`src/rtl/jkc_pkg.sv`:
```
// jkc_pkg: shared types and constants for the JK counter sequencer.
//   op codes   : OP_CLR / OP_LD / OP_RUN / OP_STOP (cmd_op encoding)
//   state_t    : controller states ST_IDLE / ST_RUN / ST_DONE
//   jk_t       : J/K drive pair for one counter cell
package jkc_pkg;

  localparam int unsigned OP_W = 2;

  localparam logic [OP_W-1:0] OP_CLR  = 2'b00;
  localparam logic [OP_W-1:0] OP_LD   = 2'b01;
  localparam logic [OP_W-1:0] OP_RUN  = 2'b10;
  localparam logic [OP_W-1:0] OP_STOP = 2'b11;

  typedef enum logic [1:0] {
    ST_IDLE = 2'd0,
    ST_RUN  = 2'd1,
    ST_DONE = 2'd2
  } state_t;

  typedef struct packed {
    logic j;
    logic k;
  } jk_t;

  localparam jk_t JK_HOLD   = '{j: 1'b0, k: 1'b0};
  localparam jk_t JK_RESET  = '{j: 1'b0, k: 1'b1};
  localparam jk_t JK_TOGGLE = '{j: 1'b1, k: 1'b1};

  // Drive that forces a cell to d on the next edge.
  function automatic jk_t jk_load(input logic d);
    jk_t r;
    r.j = d;
    r.k = ~d;
    return r;
  endfunction

endpackage

```
`src/rtl/jk_cell.sv`:
```
// jk_cell: single JK flip-flop with async active-low clear.
//   clk, rst_n : clock, async active-low clear (q=0, qb=1)
//   j, k       : JK inputs (00 hold, 01 reset, 10 set, 11 toggle)
//   q, qb      : registered true / complement outputs
module jk_cell (
  input  logic clk,
  input  logic rst_n,
  input  logic j,
  input  logic k,
  output logic q,
  output logic qb
);

  logic q_nxt;

  // JK characteristic function
  always_comb begin
    q_nxt = q;
    case ({j, k})
      2'b00:   q_nxt = q;
      2'b01:   q_nxt = 1'b0;
      2'b10:   q_nxt = 1'b1;
      default: q_nxt = ~q;
    endcase
  end

  // qb is kept as its own flop so both outputs are registered
  always_ff @(posedge clk or negedge rst_n) begin
    if (!rst_n) begin
      q  <= 1'b0;
      qb <= 1'b1;
    end else begin
      q  <= q_nxt;
      qb <= ~q_nxt;
    end
  end

endmodule

```
`src/rtl/jk_counter_ctrl.sv`:
```
// jk_counter_ctrl: command-driven sequencer for a WIDTH-bit JK-cell counter.
//   clk, rst_n          : clock, async active-low reset
//   cmd_valid/cmd_ready : command handshake (ready low only in DONE)
//   cmd_op              : 00 CLEAR, 01 LOAD, 10 RUN, 11 STOP
//   cmd_data            : LOAD value or RUN target
//   cmd_dir             : RUN direction, 0 up / 1 down
//   tick                : step enable while running
//   count               : Q outputs of the JK cells
//   busy                : state == RUN
//   done, tc, err       : registered one-cycle pulses
// Build option: define JKC_DOWN_EN to enable down counting; otherwise
// cmd_dir is ignored and only up-step logic exists.
module jk_counter_ctrl
  import jkc_pkg::*;
#(
  parameter int unsigned WIDTH = 3
) (
  input  logic             clk,
  input  logic             rst_n,
  input  logic             cmd_valid,
  output logic             cmd_ready,
  input  logic [OP_W-1:0]  cmd_op,
  input  logic [WIDTH-1:0] cmd_data,
  input  logic             cmd_dir,
  input  logic             tick,
  output logic [WIDTH-1:0] count,
  output logic             busy,
  output logic             done,
  output logic             tc,
  output logic             err
);

  state_t             state, state_nxt;
  logic [WIDTH-1:0]   target, target_nxt;
  jk_t [WIDTH-1:0]    jk;
  logic [WIDTH-1:0]   q;
  logic [WIDTH-1:0]   qb_unused;
  logic [WIDTH-1:0]   up_t;
  logic [WIDTH-1:0]   step_t;
  logic [WIDTH-1:0]   q_step;
  logic               wrap;
  logic               accept;
  logic               done_nxt, tc_nxt, err_nxt;

  assign cmd_ready = (state != ST_DONE);
  assign busy      = (state == ST_RUN);
  assign accept    = cmd_valid & cmd_ready;
  assign count     = q;

  // Up toggle chain: cell i toggles when all lower bits are 1
  always_comb begin
    up_t    = '0;
    up_t[0] = 1'b1;
    for (int unsigned i = 1; i < WIDTH; i++) begin
      up_t[i] = up_t[i-1] & q[i-1];
    end
  end

`ifdef JKC_DOWN_EN
  logic             dir, dir_nxt;
  logic [WIDTH-1:0] dn_t;

  // Down toggle chain: cell i toggles when all lower bits are 0
  always_comb begin
    dn_t    = '0;
    dn_t[0] = 1'b1;
    for (int unsigned i = 1; i < WIDTH; i++) begin
      dn_t[i] = dn_t[i-1] & qb_unused[i-1];
    end
  end

  assign step_t = dir ? dn_t : up_t;
  assign wrap   = dir ? (q == '0) : (&q);

  always_ff @(posedge clk or negedge rst_n) begin
    if (!rst_n) dir <= 1'b0;
    else        dir <= dir_nxt;
  end
`else
  logic dir_unused;
  assign dir_unused = cmd_dir;
  assign step_t     = up_t;
  assign wrap       = &q;
`endif

  // Value the cells will hold after a toggle step
  assign q_step = q ^ step_t;

  // Next-state, J/K drive and pulse generation
  always_comb begin
    state_nxt  = state;
    target_nxt = target;
`ifdef JKC_DOWN_EN
    dir_nxt    = dir;
`endif
    done_nxt   = 1'b0;
    tc_nxt     = 1'b0;
    err_nxt    = 1'b0;
    jk         = {WIDTH{JK_HOLD}};

    case (state)
      ST_IDLE: begin
        if (accept) begin
          case (cmd_op)
            OP_CLR: jk = {WIDTH{JK_RESET}};
            OP_LD: begin
              for (int unsigned i = 0; i < WIDTH; i++) begin
                jk[i] = jk_load(cmd_data[i]);
              end
            end
            OP_RUN: begin
              target_nxt = cmd_data;
`ifdef JKC_DOWN_EN
              dir_nxt    = cmd_dir;
`endif
              // Already at target: finish without stepping
              state_nxt  = (cmd_data == q) ? ST_DONE : ST_RUN;
            end
            default: ;
          endcase
        end
      end

      ST_RUN: begin
        if (accept && (cmd_op == OP_STOP)) begin
          // STOP beats a coincident tick: cells hold
          state_nxt = ST_IDLE;
        end else begin
          if (accept) err_nxt = 1'b1;
          if (tick) begin
            for (int unsigned i = 0; i < WIDTH; i++) begin
              jk[i] = step_t[i] ? JK_TOGGLE : JK_HOLD;
            end
            tc_nxt = wrap;
            if (q_step == target) state_nxt = ST_DONE;
          end
        end
      end

      ST_DONE: begin
        done_nxt  = 1'b1;
        state_nxt = ST_IDLE;
      end

      default: state_nxt = ST_IDLE;
    endcase
  end

  // Controller state and registered pulses
  always_ff @(posedge clk or negedge rst_n) begin
    if (!rst_n) begin
      state  <= ST_IDLE;
      target <= '0;
      done   <= 1'b0;
      tc     <= 1'b0;
      err    <= 1'b0;
    end else begin
      state  <= state_nxt;
      target <= target_nxt;
      done   <= done_nxt;
      tc     <= tc_nxt;
      err    <= err_nxt;
    end
  end

  // Counter datapath: one JK cell per bit
  for (genvar g = 0; g < int'(WIDTH); g++) begin : g_cell
    jk_cell u_cell (
      .clk   (clk),
      .rst_n (rst_n),
      .j     (jk[g].j),
      .k     (jk[g].k),
      .q     (q[g]),
      .qb    (qb_unused[g])
    );
  end

endmodule

```
`config.mk`:
```
export PLATFORM = sky130hd
export DESIGN_NAME = jk_counter_ctrl
export DESIGN_NICKNAME = d
export VERILOG_FILES = /design/src/rtl/jkc_pkg.sv /design/src/rtl/jk_cell.sv /design/src/rtl/jk_counter_ctrl.sv
export SDC_FILE = /design/constraint.sdc
export NUM_CORES = 1
export LEC_CHECK = 0
export BUFFER_PORTS_ARGS = -buffer_cell sky130_fd_sc_hd__clkbuf_2
export CORE_UTILIZATION = 50
export DETAILED_ROUTE_END_ITERATION = 12
export PLACE_DENSITY = 0.75
export SETUP_SLACK_MARGIN = 0.5
export SYNTH_ARGS = -nofsm -noshare
export SYNTH_HDL_FRONTEND = slang
export SYNTH_SLANG_ARGS = --single-unit
```
`constraint.sdc`:
```
create_clock -name clk -period 2.8 [get_ports clk]
set_clock_uncertainty 0.15 [all_clocks]
set_input_delay 0.42 -clock clk [delete_from_list [all_inputs] [get_ports clk]]
set_output_delay 0.42 -clock clk [all_outputs]
set_load 0.01 [all_outputs]
```
==> reports/metrics.yaml, run 1 <==
status:
  status: "complete, no violations"
placement:
  dp.cells: 104
  io_buffers: 16
  placed_area_um2: 865.8
  place.gp.congestion: 0.7686
  dp_hpwl_um: 1095
grt:
  grt_max_degree: 12
  grt_usage: 0.2035
  grt_pass1_wl_um: 2635
  overflow: 0
  grt_pass1_vias: 589
  antenna_found_initial: 0
synthesis:
  synth_commonest_cells: "dfrtp_1 (11), ha_1 (8), nand2_1 (5), xor2_1 (5)"
  ys_warn_count: 0
  syn-cell-area_um2: 798.3
  postSynthCellCount: 77
  synth_edf_count: 0
  synth_most_common_cell: "dfrtp_1"
  yosys.cell_types.count: 27
  ys_top_cells_by_area: "dfrtp_1 (34%), ha_1 (13%), mux2_4 (5.6%)"
  synth_seq_cells: 11
  synth_area_leader_cell: "dfrtp_1"
  ys.flop_type: "dfrtp_1"
  syn_area_per_cell_um2: 10.37
  syn_nets: 95
  synth_top_area_frac: 0.3448
  ys_seq_area_frac: 0.3448
  synth_async_sr_flop_share: 1.000
sta:
  fin_crit_sh: 0.7623
  setup_tns_ns: 0
  relSlewSlack: 0.7673
  drv_slew: 0
  tightest_slew_ns: 0.3458
  rsz0062_at_grt: "false"
  post-route-min-period_ns: 2.134
  whs_ns: 0.2626
  setup_viol: 0
  max_freq_mhz: 468.5
  hold_viol: 0
routing:
  vias_per_cell: 5.652
  vias: 633
  wire_per_inst_um: 14.36
  initialDrtViolationCount: 6
  drt-pass1-iter-count: 4
  drc: 0
  ant_nets: 0
  drt-total-wl_um: 1608
worst_setup_path:
  crit_chain: "nor4b_4, and2_1, a22oi_1, ha_1, nor3b_1, a211oi_1"
  endpoint_kind: "register"
  r2r_start: "state[1]"
  r2r_end: "g_cell[1].u_cell.q"
  cp.arrival_ns: 2.18
  path_max_fanout: 6
  worst_ep_required_time_ns: 2.85
  r2r_slack_ns: 0.67
  start_kind: "register"
  cp_slowest_stage_delay_ns: 0.44
  crit_type: "register to register"
  reg2reg_depth: 6
  critPathSlowestCell: "dfrtp_1"
  crit_start: "state[1]"
power_and_ir_drop:
  p_int_w: 0.0005018
  p_sw_frac: 0.4098
  combPwrFrac: 0.517
  switchingPower_w: 0.0003484
  max-vdd-ir-drop_mv: 0.5050
  total_power_w: 0.0008502
  cellPowerDensity_nw_per_um2: 908.5
  seq_power_share: 0.350
  clock_power_share: 0.133
  p_leak_nw: 0.4690
die:
  initial_core_util: 0.5299
  core_um2: 1506
  io_pins: 18
  die_h_um: 41.96
  rows: 14
  die_w_um: 41.96
  die_area_um2: 1760
cells_and_area:
  nets: 115
  area_growth_syn_to_layout_pct: 17.24
  antenna_cells: 0
  final_area_um2: 935.9
  drive_above_1_share: 0.3021
  stdcell_count: 112
flow_run:
  maxCapViolCount: 0
min_path:
  worstHoldStart: "cmd_valid"
  min_path_type: "input port to register"
  holdPathStages: 2
  min_to: "err"
clock_tree:
  path_clk_slew_ns: 0.07
  clk_latency_ns: 0.28
  cts-root-buf: "clkbuf_4"
  cts.path.max_buffers: 2
  cts_htree_levels: 1
  cts_buffers: 3
  cts_sinks: 11
  cts_tree: "yes"
## kinds of logic (layout without fill, tap and decap cells)
logic type,Yosys count,in the layout,share of synthesized area
AND/OR/NAND/NOR,27,28,0.2210
buffers and inverters,8,26,0.05486
AO/OA/AOI/OAI,14,14,0.1317
flip-flops,11,11,0.3448
multiplexers,3,3,0.05642
XOR/XNOR,6,6,0.06583
adder cells (fa/ha/maj),8,8,0.1254
## worst max path at each step
stage                               endpoint  slack (ns)
after detailed placement  g_cell[1].u_cell.q        0.57
after global placement    g_cell[1].u_cell.q        0.62
final                     g_cell[1].u_cell.q        0.67
after CTS                 g_cell[0].u_cell.q        0.63
after global routing      g_cell[1].u_cell.q        0.46
after floorplan           g_cell[0].u_cell.q        0.84
## registers in the layout (all words and copies together) (netlist names)
signal / flops
done: 1
err: 1
g_cell.u_cell.q: 3
state: 2
target: 3
tc: 1
## through the flow
step	util	setup WS, ns
global route	0.6213	0.4557
global placement	0.5748	0.6150
detailed placement	0.5748	0.5693
floorplan	-	0.8430
CTS	0.5988	0.6260
finish	0.6213	0.6656
## final cells by class
type	instances	area (um^2)
well taps	16	20.02
inverters	3	11.26
fillers	140	570.5
multi-input cells	59	498.0
flip-flops and latches	11	275.3
clock buffers	4	26.28
repair buffers	19	105.1
## worst max-delay path: cells and delay by family (launching register included)
kind            cells  cell delay (ns)
flops               1             0.44
compound gates      2             0.32
simple gates        3             0.82
fa+ha+maj           1             0.32
## placed cells by master (no fill, tap or decap), drive strengths merged, types with 4 or more instances in the layout
| master | n |
|---|---|
| a22oi | 4 |
| dfrtp | 11 |
| ha | 8 |
| clkbuf | 20 |
| nand2 | 5 |
| nor2 | 4 |
| xor2 | 5 |
## layer usage
layer,track usage,vias up,share of wire
li1,-,314,-
met1,0.2632,303,0.44
met2,0.3250,13,0.51
met3,0.06522,3,0.035
met4,0.05806,0,0.013
met5,0,-,0
## power groups by stage
stage / clock, W / sequential (W) / combinational, W
floorplan: 0 / 0.000271 / 0.000361
CTS: 0.000114 / 0.000295 / 0.000420
finish: 0.000113 / 0.000298 / 0.000439
global route: 0.000125 / 0.000311 / 0.000494
global placement: 0 / 0.000293 / 0.000394
detailed placement: 0 / 0.000297 / 0.000411
## repair_timing
action | CTS | global route
hold buffers | 1 | 0
setup endpoints to repair | 0 | 3
buffers inserted | 0 | 2
gates resized for setup | 0 | 1
endpoints found under the hold margin | 11 | 0
(Power assumes the default switching activity.)
==> run 2: changes to the inputs <==
Settings changed: ABC_AREA set to 1, PLACE_DENSITY 0.75 to 0.74.
Clock period 2.8 ns to 2.2 ns, I/O delays scaled along.
==> run 2 against run 1 <==
Register-to-register slack worse by 0.28 ns; flip-flop and latch count unchanged; area after synthesis up 3.9%; setup slack got worse by 0.28 ns; first-iteration DRC count grew to 2.7 times the previous value; non-clock buffer count grew 10; hold slack got worse by 0.075 ns; maximum frequency up 18%; utilization increased by 12 points; power increased by 54%.
==> reports/metrics.yaml, run 2 <==
status:
  status: "complete, no violations"
min_path:
  min_path_type: "input port to register"
sta:
  rsz0062_at_grt: "true"
  setup_tns_ns: 0
  hold_viol: 0
  fin_crit_sh: 0.8229
  setup_viol: 0
  whs_ns: 0.1878
  max_freq_mhz: 552.4
  relSlewSlack: 0.8069
  tightest_slew_ns: 0.2896
  drv_slew: 0
  post-route-min-period_ns: 1.810
die:
  initial_core_util: 0.5443
  die_area_um2: 1826
  die_h_um: 42.73
  rows: 14
  core_um2: 1524
  die_w_um: 42.73
  io_pins: 18
worst_setup_path:
  start_kind: "register"
  cp_slowest_stage_delay_ns: 0.42
  worst_path_most_repeated_cell: "inv_2"
  critPathSlowestCell: "dfrtp_1"
  path_max_fanout: 7
  worst_ep_required_time_ns: 2.22
  crit_type: "register to register"
  crit_chain: "inv_2, nor2_4, o21ai_2, inv_2, nand2_4, o22ai_4, inv_2, ha_4, nor2_1, a21oi_1, o21ai_1"
  cp.arrival_ns: 1.83
  endpoint_kind: "register"
grt:
  grt_max_degree: 12
  use_met1: 0.2595
  use_met3: 0.04255
  overflow: 0
  met2_usage: 0.3727
  grt_pass1_wl_um: 2918
  grt_usage: 0.2142
  grt_pass1_vias: 708
  antenna_found_initial: 0
  grt.busiest_layer: "met2"
synthesis:
  synth_seq_cells: 11
  synth_top_area_frac: 0.3318
  yosys.cell_types.count: 20
  synth_commonest_cells: "nand2_1 (32), inv_1 (15), nor2_1 (14)"
  synth_most_common_cell: "nand2_1"
  synth_async_sr_flop_share: 1.000
  ys_warn_count: 0
  synth_edf_count: 0
  syn_nets: 133
  ys.flop_type: "dfrtp_1"
  ys_seq_area_frac: 0.3318
  syn_area_per_cell_um2: 7.213
  postSynthCellCount: 115
  syn-cell-area_um2: 829.5
  ys_top_cells_by_area: "dfrtp_1 (33%), nand2_1 (14%), ha_1 (12%)"
  synth_area_leader_cell: "dfrtp_1"
placement:
  placed_area_um2: 912.1
  place.gp.congestion: 0.7918
  dp_hpwl_um: 1196
  io_buffers: 16
power_and_ir_drop:
  p_leak_nw: 0.5917
  clock_power_share: 0.110
  seq_power_share: 0.270
  max-vdd-ir-drop_mv: 0.6730
  cellPowerDensity_nw_per_um2: 1165
  combPwrFrac: 0.620
  p_sw_frac: 0.4481
  p_int_w: 0.0007248
  switchingPower_w: 0.0005885
cells_and_area:
  final_area_um2: 1127
  largestRegisters: "g_cell.u_cell.q (3), target (3), state (2)"
  drive_above_1_share: 0.4138
  antenna_cells: 0
  final_common_cell: "nand2_1"
  nets: 164
  nFillCells: 106
  area_growth_syn_to_layout_pct: 35.90
  layout_common_cells: "nand2_1 (32), clkbuf_2 (16), inv_1 (14)"
clock_tree:
  cts_sinks: 11
  cts_tree: "yes"
  path_clk_slew_ns: 0.08
  cts.path.max_buffers: 2
  cts_buffers: 3
  clk_latency_ns: 0.27
  cts-root-buf: "clkbuf_4"
  cts_htree_levels: 1
routing:
  drc: 0
  drt-pass1-iter-count: 4
  ant_nets: 0
  initialDrtViolationCount: 16
  vias: 801
  wire_per_inst_um: 11.40
  vias_per_cell: 4.975
  drt-total-wl_um: 1835
flow_run:
  maxCapViolCount: 0
==> run 2: changes by cell type after synthesis, moves of 4 or more <==
cell,previous run,this run
a22oi_1,4,0
inv_1,3,15
a21oi_1,2,6
inv_2,0,7
nor2_1,4,14
nand2_1,5,32
xor2_1,5,0
==> run 2: repair_timing <==
| item | CTS | global route |
|---|---|---|
| resized for setup | 12 | 8 |
| setup buffers | 4 | 8 |
| hold buffers | 1 | 0 |
| hold endpoints to repair | 11 | 0 |
| setup endpoints to repair | 5 | 5 |
| pin swaps | 3 | 3 |
==> run 2: worst max-delay path, delay by kind of cell (launching register included) <==
family / cells / cell delay, ns
fa+ha+maj: 1 / 0.27
flops: 1 / 0.42
compound gates: 4 / 0.43
simple gates: 3 / 0.24
buf+inv: 3 / 0.21
==> run 2: kinds of logic after synthesis <==
logic type | synth area share
AND/OR/NAND/NOR | 0.2821
buffers and inverters | 0.1312
AO/OA/AOI/OAI | 0.1237
flip-flops | 0.3318
adder cells (fa/ha/maj) | 0.1207
XOR/XNOR | 0.01056
==> run 2: worst paths after layout <==
check                             from            endpoint  slack, ns  cells after the start
hold reg to reg              target[1]           target[1]       0.36                      2
setup / recovery              state[0]  g_cell[2].u_cell.q       0.39                     11
min in group asynchronous        rst_n                  tc       0.31                      2
max in group asynchronous        rst_n  g_cell[1].u_cell.q       1.34                      2
setup reg to reg              state[0]  g_cell[2].u_cell.q       0.39                     11
hold / removal             cmd_data[2]           target[2]       0.19                      3
==> run 2: final cells by class <==
cell class | instances | area [um^2] | area share
Sequential cell | 11 | 279.0 | 0.2475
Multi-Input combinational cell | 78 | 530.5 | 0.4706
Tap cell | 16 | 20.02 | 0.01776
Timing Repair Buffer | 29 | 180.2 | 0.1598
Clock buffer | 4 | 26.28 | 0.02331
Inverter | 23 | 91.34 | 0.08102
==> run 2: stage by stage <==
step                utilization  worst slack (ns)  std cells  power (W)
floorplan                     -            0.4830        115  0.0008330
detailed placement       0.5985            0.2615        144  0.0009439
global route             0.7397            0.3129        161   0.001444
finish                   0.7397            0.3897        161   0.001313
CTS                      0.6716            0.4233        153   0.001186
global placement         0.5985            0.3397        144  0.0009223
==> run 2: power groups by stage <==
stage               sequential [W]  clock, W  combinational (W)
global route              0.000365  0.000156           0.000923
global placement          0.000367         0           0.000555
detailed placement        0.000371         0           0.000573
finish                    0.000355  0.000144           0.000814
floorplan                 0.000360         0           0.000473
CTS                       0.000357  0.000144           0.000685
==> run 2: routing by layer <==
layer	vias to the layer above	share of wire
met3	6	0.029
met5	-	0
met4	0	0.025
met1	365	0.41
met2	17	0.53
li1	413	-
